===== config.mk =====
export PLATFORM = sky130hd
export DESIGN_NAME = nx_node_exec
export DESIGN_NICKNAME = d
export VERILOG_FILES = /design/src/rtl/nx_node_exec.sv
export SDC_FILE = /design/constraint.sdc
export NUM_CORES = 1
export LEC_CHECK = 0
export ABC_AREA = 1
export ABC_CLOCK_PERIOD_IN_PS = 2590
export CORE_MARGIN = 2
export CORE_UTILIZATION = 50
export DETAILED_ROUTE_END_ITERATION = 7
export PLACE_DENSITY = 0.69
export SYNTH_ARGS = -nofsm -noshare
export SYNTH_HDL_FRONTEND = slang
export SYNTH_SLANG_ARGS = --single-unit

===== constraint.sdc =====
create_clock -name clk -period 2.59 [get_ports clk]
set_input_delay 0.518 -clock clk [delete_from_list [all_inputs] [get_ports clk]]
set_output_delay 0.518 -clock clk [all_outputs]
set_load 0.01 [all_outputs]

===== src/rtl/nx_node_exec.sv =====
`default_nettype none
// ============================================================================
// nx_node_exec : single-bit logic node, programmable instruction sequencer
//                evaluating a gate program over latched inputs per run pass.
// Revision     : 1.0 - initial release
// ============================================================================
module nx_node_exec #(
  parameter int INSTR_DEPTH = 32,
  parameter int NUM_REGS    = 8,
  parameter int NUM_INS     = 8,
  parameter int NUM_OUTS    = 8
) (
  input  logic                clk,
  input  logic                rst,
  input  logic                cfg_valid,
  output logic                cfg_ready,
  input  logic [5:0]          cfg_addr,
  input  logic [15:0]         cfg_data,
  input  logic                run,
  input  logic [NUM_INS-1:0]  inputs,
  output logic [NUM_OUTS-1:0] outputs,
  output logic                busy,
  output logic                done
);

  localparam logic [5:0] ADDR_NUM   = 6'd32;
  localparam logic [5:0] ADDR_MAP0  = 6'd33;
  localparam logic [5:0] ADDR_MAPN  = 6'd40;
  localparam logic [5:0] NUM_MAX    = 6'd32;

  typedef enum logic [1:0] {
    S_IDLE   = 2'd0,
    S_EXEC   = 2'd1,
    S_COMMIT = 2'd2
  } state_t;

  state_t                         state_q, state_d;
  logic [4:0]                     pc_q, pc_d;
  logic [NUM_REGS-1:0]            regs_q, regs_d;
  logic [NUM_INS-1:0]             inputs_lat_q, inputs_lat_d;
  logic [NUM_OUTS-1:0]            outputs_q, outputs_d;
  logic                           done_q, done_d;
  logic [5:0]                     num_instr_q, num_instr_d;
  logic [NUM_OUTS-1:0]            map_valid_q, map_valid_d;
  logic [NUM_OUTS-1:0][2:0]       map_reg_q, map_reg_d;

  // Bits [1:0] of an instruction word carry no meaning, so only [15:2] are stored.
  logic [13:0]                    instr_mem_q [INSTR_DEPTH];

  logic                           cfg_wr;
  logic [13:0]                    instr;
  logic                           op_a, op_b, alu_res;

  assign cfg_ready = (state_q == S_IDLE);
  assign busy      = (state_q != S_IDLE);
  assign done      = done_q;
  assign outputs   = outputs_q;
  assign cfg_wr    = cfg_valid && (state_q == S_IDLE);
  assign instr     = instr_mem_q[pc_q];

  always_comb begin
    op_a = instr[10] ? inputs_lat_q[instr[9:7]] : regs_q[instr[9:7]];
    op_b = instr[6]  ? inputs_lat_q[instr[5:3]] : regs_q[instr[5:3]];
    case (instr[13:11])
      3'd0:    alu_res = ~op_a;
      3'd1:    alu_res = op_a & op_b;
      3'd2:    alu_res = ~(op_a & op_b);
      3'd3:    alu_res = op_a | op_b;
      3'd4:    alu_res = ~(op_a | op_b);
      3'd5:    alu_res = op_a ^ op_b;
      3'd6:    alu_res = ~(op_a ^ op_b);
      default: alu_res = 1'b0;
    endcase
  end

  always_comb begin
    state_d      = state_q;
    pc_d         = pc_q;
    regs_d       = regs_q;
    inputs_lat_d = inputs_lat_q;
    outputs_d    = outputs_q;
    done_d       = 1'b0;
    num_instr_d  = num_instr_q;
    map_valid_d  = map_valid_q;
    map_reg_d    = map_reg_q;

    // Map slot index: addresses 33..40 have low bits 1..7,0, so subtract one mod 8.
    if (cfg_wr) begin
      if (cfg_addr == ADDR_NUM) begin
        num_instr_d = (cfg_data[5:0] > NUM_MAX) ? NUM_MAX : cfg_data[5:0];
      end else if (cfg_addr >= ADDR_MAP0 && cfg_addr <= ADDR_MAPN) begin
        map_valid_d[cfg_addr[2:0] - 3'd1] = cfg_data[3];
        map_reg_d[cfg_addr[2:0] - 3'd1]   = cfg_data[2:0];
      end
    end

    case (state_q)
      S_IDLE: begin
        if (run) begin
          inputs_lat_d = inputs;
          regs_d       = '0;
          pc_d         = 5'd0;
          state_d      = (num_instr_d != 6'd0) ? S_EXEC : S_COMMIT;
        end
      end
      S_EXEC: begin
        regs_d[instr[2:0]] = alu_res;
        pc_d               = pc_q + 5'd1;
        if ({1'b0, pc_q} == num_instr_q - 6'd1) begin
          state_d = S_COMMIT;
        end
      end
      S_COMMIT: begin
        for (int i = 0; i < NUM_OUTS; i++) begin
          outputs_d[i] = map_valid_q[i] & regs_q[map_reg_q[i]];
        end
        done_d  = 1'b1;
        state_d = S_IDLE;
      end
      default: state_d = S_IDLE;
    endcase
  end

  always_ff @(posedge clk or posedge rst) begin
    if (rst) begin
      state_q      <= S_IDLE;
      pc_q         <= 5'd0;
      regs_q       <= '0;
      inputs_lat_q <= '0;
      outputs_q    <= '0;
      done_q       <= 1'b0;
      num_instr_q  <= 6'd0;
      map_valid_q  <= '0;
      map_reg_q    <= '0;
    end else begin
      state_q      <= state_d;
      pc_q         <= pc_d;
      regs_q       <= regs_d;
      inputs_lat_q <= inputs_lat_d;
      outputs_q    <= outputs_d;
      done_q       <= done_d;
      num_instr_q  <= num_instr_d;
      map_valid_q  <= map_valid_d;
      map_reg_q    <= map_reg_d;
    end
  end

  // Program store survives reset so a node can be re-run after an abort.
  always_ff @(posedge clk) begin
    if (cfg_wr && !cfg_addr[5]) begin
      instr_mem_q[cfg_addr[4:0]] <= cfg_data[15:2];
    end
  end

endmodule
`default_nettype wire


# Yosys cells after proc, flatten, opt, wreduce, memory -nomap -nowiden

Memory sizes are Yosys's and may differ from the RTL's.
Index checks and enable logic that the tools add are counted.
W data, S select, Z words.

Flip-flop bits (word level): 70
RAM bits: 448
Logic and storage cells: 130
Memories: 1

Memory list:

| memory      | depth | bits a word | rd ports | clocked after memory_dff | write ports | RTL line | source |
|---|---|---|---|---|---|---|---|
| instr_mem_q | 32    | 14          | 1        | 0                        | 1           | 48       | `logic [13:0] instr_mem_q [INSTR_DEPTH];` |

Add/sub/neg operators: 3
Magnitude comparators: 17
Equality and inequality tests: 12
Muxes and demuxes: 50
Bitwise gates (word level): 16
Reduce and logical (&&, ||, !) cells: 15

Operators with widths:

| kind                 | count |
|---|---|
| $lt A3 B4 Y1 const B | 12 |
| $bmux W1 S3          | 12 |
| $bwmux W24           | 1 |
| $mux W1              | 19 |
| $mux W6              | 3 |
| $bwmux W8            | 2 |
| $pmux W8 S2          | 1 |
| $pmux W5 S2          | 1 |
| $and A1 B1 Y1        | 9 |
| $demux W3 S3         | 1 |
| $eq A3 B3 Y1 const B | 3 |
| $mux W8              | 1 |
| $pmux W1 S7          | 1 |
| $demux W1 S3         | 2 |
| $eq A3 B2 Y1 const B | 2 |
| $eq A5 B6 Y1         | 1 |
| $eq A6 B6 Y1 const B | 1 |
| $ge A3 B1 Y1 const B | 2 |
| $ge A6 B6 Y1 const B | 1 |
| $gt A6 B6 Y1 const B | 1 |
| $le A6 B6 Y1 const B | 1 |
| $mux W2              | 3 |
| $reduce_and A2 Y1    | 3 |
| $reduce_bool A6 Y1   | 1 |
| 20 further kinds     | 29 |

# Logic depth before layout (Yosys ltp)

An unclocked memory read counts as a cell.

Word-level depth: 9
Gate-level depth with buffers: 27
Gate-level depth less buffers: 24

# Worst setup path after synthesis

OpenSTA, ideal clock, no wires.

Path kind: register to register
Start point: register pc_q[0]
End point: register regs_q[2]
Arrival: 2.723 ns
Required time: 2.473 ns
Path slack: -0.250 ns
Stages on the path, launching flop included: 27
Path buffers: 5
Cells stage by stage: dfrtp_1 buf_6 inv_4 buf_8 buf_8 buf_6 o21ai_1 o211ai_1 nand3_1 nand3_2 nand2_2 buf_6 o21ai_1 nand2_1 nand3_1 nand3_1 nand2_1 inv_2 ha_1 inv_1 nand2_1 nand3_1 nand2_1 nand2_1 nand2_4 nand2_1 nand2_1

Word-level cells in the longest chain between the ends: 9
Elaborated cells on any way between the ends: 33
Classes of those cells: order compare (2); eq/ne (6); mux (15); bitwise (7); reduce/logical (2); memory (1)

Ends and longest elaborated chain:

| element                                        | RTL line   | source |
|---|---|---|
| from (decl)                                    | 38         | `logic [4:0] pc_q, pc_d;` |
| from (signal assigned)                         | 137        | `pc_q <= pc_d;` |
| $mem_v2 Z32 W14 (*)                            | n/a        |  |
| $bmux W1 S3, on equally long branches          | 62, 63     |  |
| $mux W1, on equally long branches (2 in a row) | 62, 63     |  |
| $xor A1 B1 Y1 (tied with other cells)          | 70, 71     |  |
| $not A1 Y1, on equally long branches           | 71, 67, 69 |  |
| $pmux W1 S7                                    | 64         | `case (instr[13:11])` |
| $bwmux W8 (*)                                  | 107        | `regs_d[instr[2:0]] = alu_res;` |
| $pmux W8 S2 (*)                                | 97         | `case (state_q)` |
| to (signal assigned)                           | 138        | `regs_q <= regs_d;` |
| to (decl)                                      | 39         | `logic [NUM_REGS-1:0] regs_q, regs_d;` |

Mark *: on every way between the ends. The rest lies on a longest branch, timed or not. The select of a mux whose other input is x is not followed.
A chain may end at the register's enable or synchronous reset.

# Final worst setup path

Start point: register pc_q[0]
End point: register regs_q[4]

Same word-level chain as after synthesis.

==> flow_results.xml <==
<?xml version="1.0" encoding="UTF-8"?>
<metrics>
  <group name="timing">
    <metric name="max_clock_freq" unit="GHz">0.317</metric>
    <metric name="unrepaired_setup_endpoints_after_global_routing" unit="">true</metric>
    <metric name="timing.slew.headroom" unit="%">62.5</metric>
    <metric name="clock_skew" unit="ns">0.0296</metric>
    <metric name="number_of_setup_violations_in_the_final_report" unit="">8</metric>
    <metric name="fin_crit" unit="ns">3.15</metric>
    <metric name="min_period_over_period" unit="%">122</metric>
    <metric name="final-hold-violation-count" unit="">0</metric>
    <metric name="finalSetupTns" unit="ns">-4.39</metric>
    <metric name="timing_worst_slew_pin_value" unit="ns">0.562</metric>
    <metric name="timing.final.ws_setup" unit="ns">-0.561</metric>
    <metric name="finalMaxSlewViolations" unit="">0</metric>
    <metric name="holdWs" unit="ns">0.278</metric>
  </group>
  <group name="global_routing">
    <metric name="globalRoute.totalOverflow" unit="">0</metric>
    <metric name="global_route.usage.total" unit="%">25.1</metric>
    <metric name="grt_antenna_before_repair" unit="">0</metric>
    <metric name="first_global_vias" unit="">15800</metric>
    <metric name="grt_max_degree" unit="">51</metric>
    <metric name="wire_length_of_the_first_global_routing_pass" unit="um">89100</metric>
  </group>
  <group name="floorplanning">
    <metric name="rows" unit="">77</metric>
    <metric name="ioPinCount" unit="">45</metric>
    <metric name="floorplan.initialDensity" unit="%">50.3</metric>
    <metric name="placeableCoreArea" unit="sq um">43900</metric>
    <metric name="die_y" unit="um">214</metric>
    <metric name="floorplan.die_area" unit="sq um">45900</metric>
    <metric name="die_w" unit="um">214</metric>
  </group>
  <group name="cts">
    <metric name="cts_num_sinks" unit="">518</metric>
    <metric name="cts_buffers" unit="">54</metric>
    <metric name="cts_tree" unit="">built</metric>
    <metric name="clock_tree_buf_depth" unit="">3</metric>
    <metric name="worstSkewPairLatency" unit="ns">0.61</metric>
    <metric name="ctsHtreeMaxLevel" unit="">2</metric>
    <metric name="cts_root_buf" unit="">clkbuf_16</metric>
    <metric name="clk_pin_slew_worst_paths" unit="ns">0.06</metric>
  </group>
  <group name="worst_setup_path">
    <metric name="worst_ep_arrival_time" unit="ns">3.69</metric>
    <metric name="critical_path.max_stage_delay" unit="ns">0.58</metric>
    <metric name="crit_path_start" unit="">pc_q[0]</metric>
    <metric name="setup.worst_path.class" unit="">reg2reg</metric>
    <metric name="startpoint_class_of_the_critical_path" unit="">register</metric>
    <metric name="worst_path_required_time" unit="ns">3.13</metric>
    <metric name="worst_r2r_path_depth" unit="">23</metric>
    <metric name="worstPathCellList" unit="">inv_12 &gt; buf_12 &gt; buf_12 &gt; buf_6 &gt; nand2_1 &gt; a32o_1 &gt; o211ai_1 &gt; nand2_1 &gt; nand2_1 &gt; o21ai_2 &gt; inv_1 &gt; nand3_1 &gt; nand2_2 &gt; inv_2 &gt; ha_4 &gt; inv_2 &gt; nand2_2 &gt; nand3_2 &gt; nand2_1 &gt; nand2_2 &gt; nand2_4 &gt; nand2_2 &gt; nand2_1</metric>
    <metric name="cp-endpoint" unit="">regs_q[4]</metric>
    <metric name="timing.rr.start" unit="">pc_q[0]</metric>
    <metric name="maximum_fanout_along_the_worst_path" unit="">8</metric>
    <metric name="timing.critical_path.mode_cell" unit="">nand2_1</metric>
    <metric name="critPathCaptureType" unit="">register</metric>
    <metric name="slowest_stage" unit="">dfrtp_4</metric>
    <metric name="regToRegEndpoint" unit="">regs_q[4]</metric>
    <metric name="ff2ff_setup_slack" unit="ns">-0.56</metric>
  </group>
  <group name="synthesis">
    <metric name="synth_most_common_cell" unit="">edfxtp_1</metric>
    <metric name="ys_warn_count" unit="">0</metric>
    <metric name="synth_commonest_cells" unit="">edfxtp_1, nand2_1, nor2_1, o21ai_0, nand3_1</metric>
    <metric name="seq_area_frac_synth" unit="%">68.8</metric>
    <metric name="synth_area" unit="sq um">22100</metric>
    <metric name="synth_top_area_share" unit="%">60.9</metric>
    <metric name="yosysUniqueCellTypes" unit="">42</metric>
    <metric name="synth_flop_cell" unit="">edfxtp_1</metric>
    <metric name="synthesized_flop_and_latch_total" unit="">518</metric>
    <metric name="synth_top_cell_by_area" unit="">edfxtp_1</metric>
    <metric name="synth_top_cells_by_area" unit="">edfxtp_1, dfrtp_1, nand2_1</metric>
    <metric name="ys_async_sr_fraction" unit="%">13.5</metric>
    <metric name="syn-num-nets" unit="">1979</metric>
    <metric name="syn_area_per_cell" unit="sq um">11.4</metric>
    <metric name="netlist_instances" unit="">1937</metric>
    <metric name="synth_enable_flop_cells" unit="">448</metric>
  </group>
  <group name="cells_and_area">
    <metric name="drive_gt1_share" unit="%">18.4</metric>
    <metric name="areaGrowthSynthToFinish" unit="%">22.2</metric>
    <metric name="num_antenna_cells" unit="">0</metric>
    <metric name="finish.net_count" unit="">2182</metric>
    <metric name="utilization" unit="%">61.5</metric>
    <metric name="fin_cells" unit="">2776</metric>
  </group>
  <group name="placed_design">
    <metric name="dp.cells" unit="">2650</metric>
    <metric name="buffer_ports.inserted" unit="">44</metric>
    <metric name="gp_congestion" unit="">0.920</metric>
    <metric name="hpwlAfterDp" unit="um">36900</metric>
  </group>
  <group name="drt">
    <metric name="drt-total-wl" unit="um">58700</metric>
    <metric name="detail_route.iter0.violations" unit="">1870</metric>
    <metric name="drt_drc_violations_left" unit="">0</metric>
    <metric name="wl_per_cell" unit="um">21.1</metric>
    <metric name="antenna_viol_nets_final" unit="">0</metric>
    <metric name="vias_per_cell" unit="">5.83</metric>
    <metric name="via_count" unit="">16200</metric>
    <metric name="firstDrtPassIters" unit="">6</metric>
  </group>
  <group name="status">
    <metric name="run_status" unit="">finished with violations</metric>
    <metric name="violations" unit="">negative setup slack</metric>
  </group>
  <group name="pwr">
    <metric name="vdd_drop_max" unit="V">0.000713</metric>
    <metric name="leakage" unit="uW">0.0100</metric>
    <metric name="power.density" unit="nW/um^2">1140</metric>
  </group>
  <group name="min_path">
    <metric name="hp-class" unit="">in2async</metric>
  </group>
  <group name="job">
    <metric name="maxCapViolations" unit="">0</metric>
  </group>
</metrics>
cells by family (layout without fill, tap and decap cells):
family	count (synthesis)	after routing	share of synthesized area, %
buf+inv	211	455	4.88
xor+xnor	8	8	0.317
flops	518	518	68.8
simple gates	775	778	14.6
compound gates	417	417	10.9
fa+ha+maj	8	8	0.453
worst min path at each step:
stage / endpoint / slack [ns]
finish: map_reg_q[10] / 0.28
global route: map_reg_q[10] / 0.32
CTS: outputs[0] / 0.28
detailed placement: outputs[2] / 0.47
global placement: outputs[1] / 0.46
floorplan: map_valid_q[0] / 0.45
cell type report:
cell class	count	area (sq um)
multi-input combinational	1211	6240
clock inverter	29	201
timing repair buffer	246	2700
clock buffer	71	1490
sequential	518	15200
tap	592	741
inverter	108	423
fill	3352	16900
timing repair inverter	1	8.76
stage by stage:
| step | total power, uW | cell area, sq um | worst slack (ns) |
|---|---|---|---|
| floorplan | 17300 | 22100 | -0.145 |
| detailed placement | 21300 | 24500 | -0.761 |
| CTS | 29500 | 26500 | -0.521 |
| finish | 30800 | 27000 | -0.561 |
| global route | 32300 | 27000 | -0.679 |
| global placement | 20900 | 24500 | -0.588 |
routing by layer:
metal	track usage (%)	part of all wire [%]
met5	0	0
met4	10.4	3.4
met3	3.26	7.8
met2	41.5	48
met1	33.9	41
cell usage in the layout (no fill, tap or decap), drive strengths merged, types with 4 or more instances in the layout:
master | netlist | layout
edfxtp | 448 | 448
nand2 | 343 | 344
o21ai | 268 | 268
nor2 | 239 | 239
buf | 80 | 199
nand3 | 175 | 177
inv | 108 | 112
clkbuf | 23 | 74
dfrtp | 70 | 70
clkdlybuf4s50 | 0 | 44
o221ai | 43 | 43
o22ai | 42 | 42
a21oi | 38 | 38
clkinv | 0 | 20
o211ai | 14 | 14
or2 | 11 | 11
ha | 8 | 8
xnor2 | 5 | 5
clkinvlp | 0 | 4
power breakdown:
part           leakage [uW]  internal [uW]  switching, uW
clock              0.000824           4230           3150
combinational       0.00428           5300           8190
sequential          0.00493           9460            485
flip-flops by register name, indices dropped and copies added, names as in the netlist:
name          cells
state_q           2
outputs           8
num_instr_q       6
map_reg_q        24
pc_q              5
regs_q            8
instr_mem_q     448
map_valid_q       8
done              1
inputs_lat_q      8
critical path, delay by kind of cell, from the launching register on:
kind                     cells  cell delay, ns
AND/OR/NAND/NOR             12            1.02
buffers and inverters        7            0.64
AO/OA/AOI/OAI                3            0.58
flip-flops                   1            0.58
adder cells (fa/ha/maj)      1            0.26
repair_timing:
action,in CTS,in global routing
gates cloned,3,5
pin swaps,35,34
endpoints found under the setup margin,8,8
hold buffers,0,0
resized for setup,49,81
setup buffers,14,4
No activity file was read; power rests on OpenSTA's default activity.
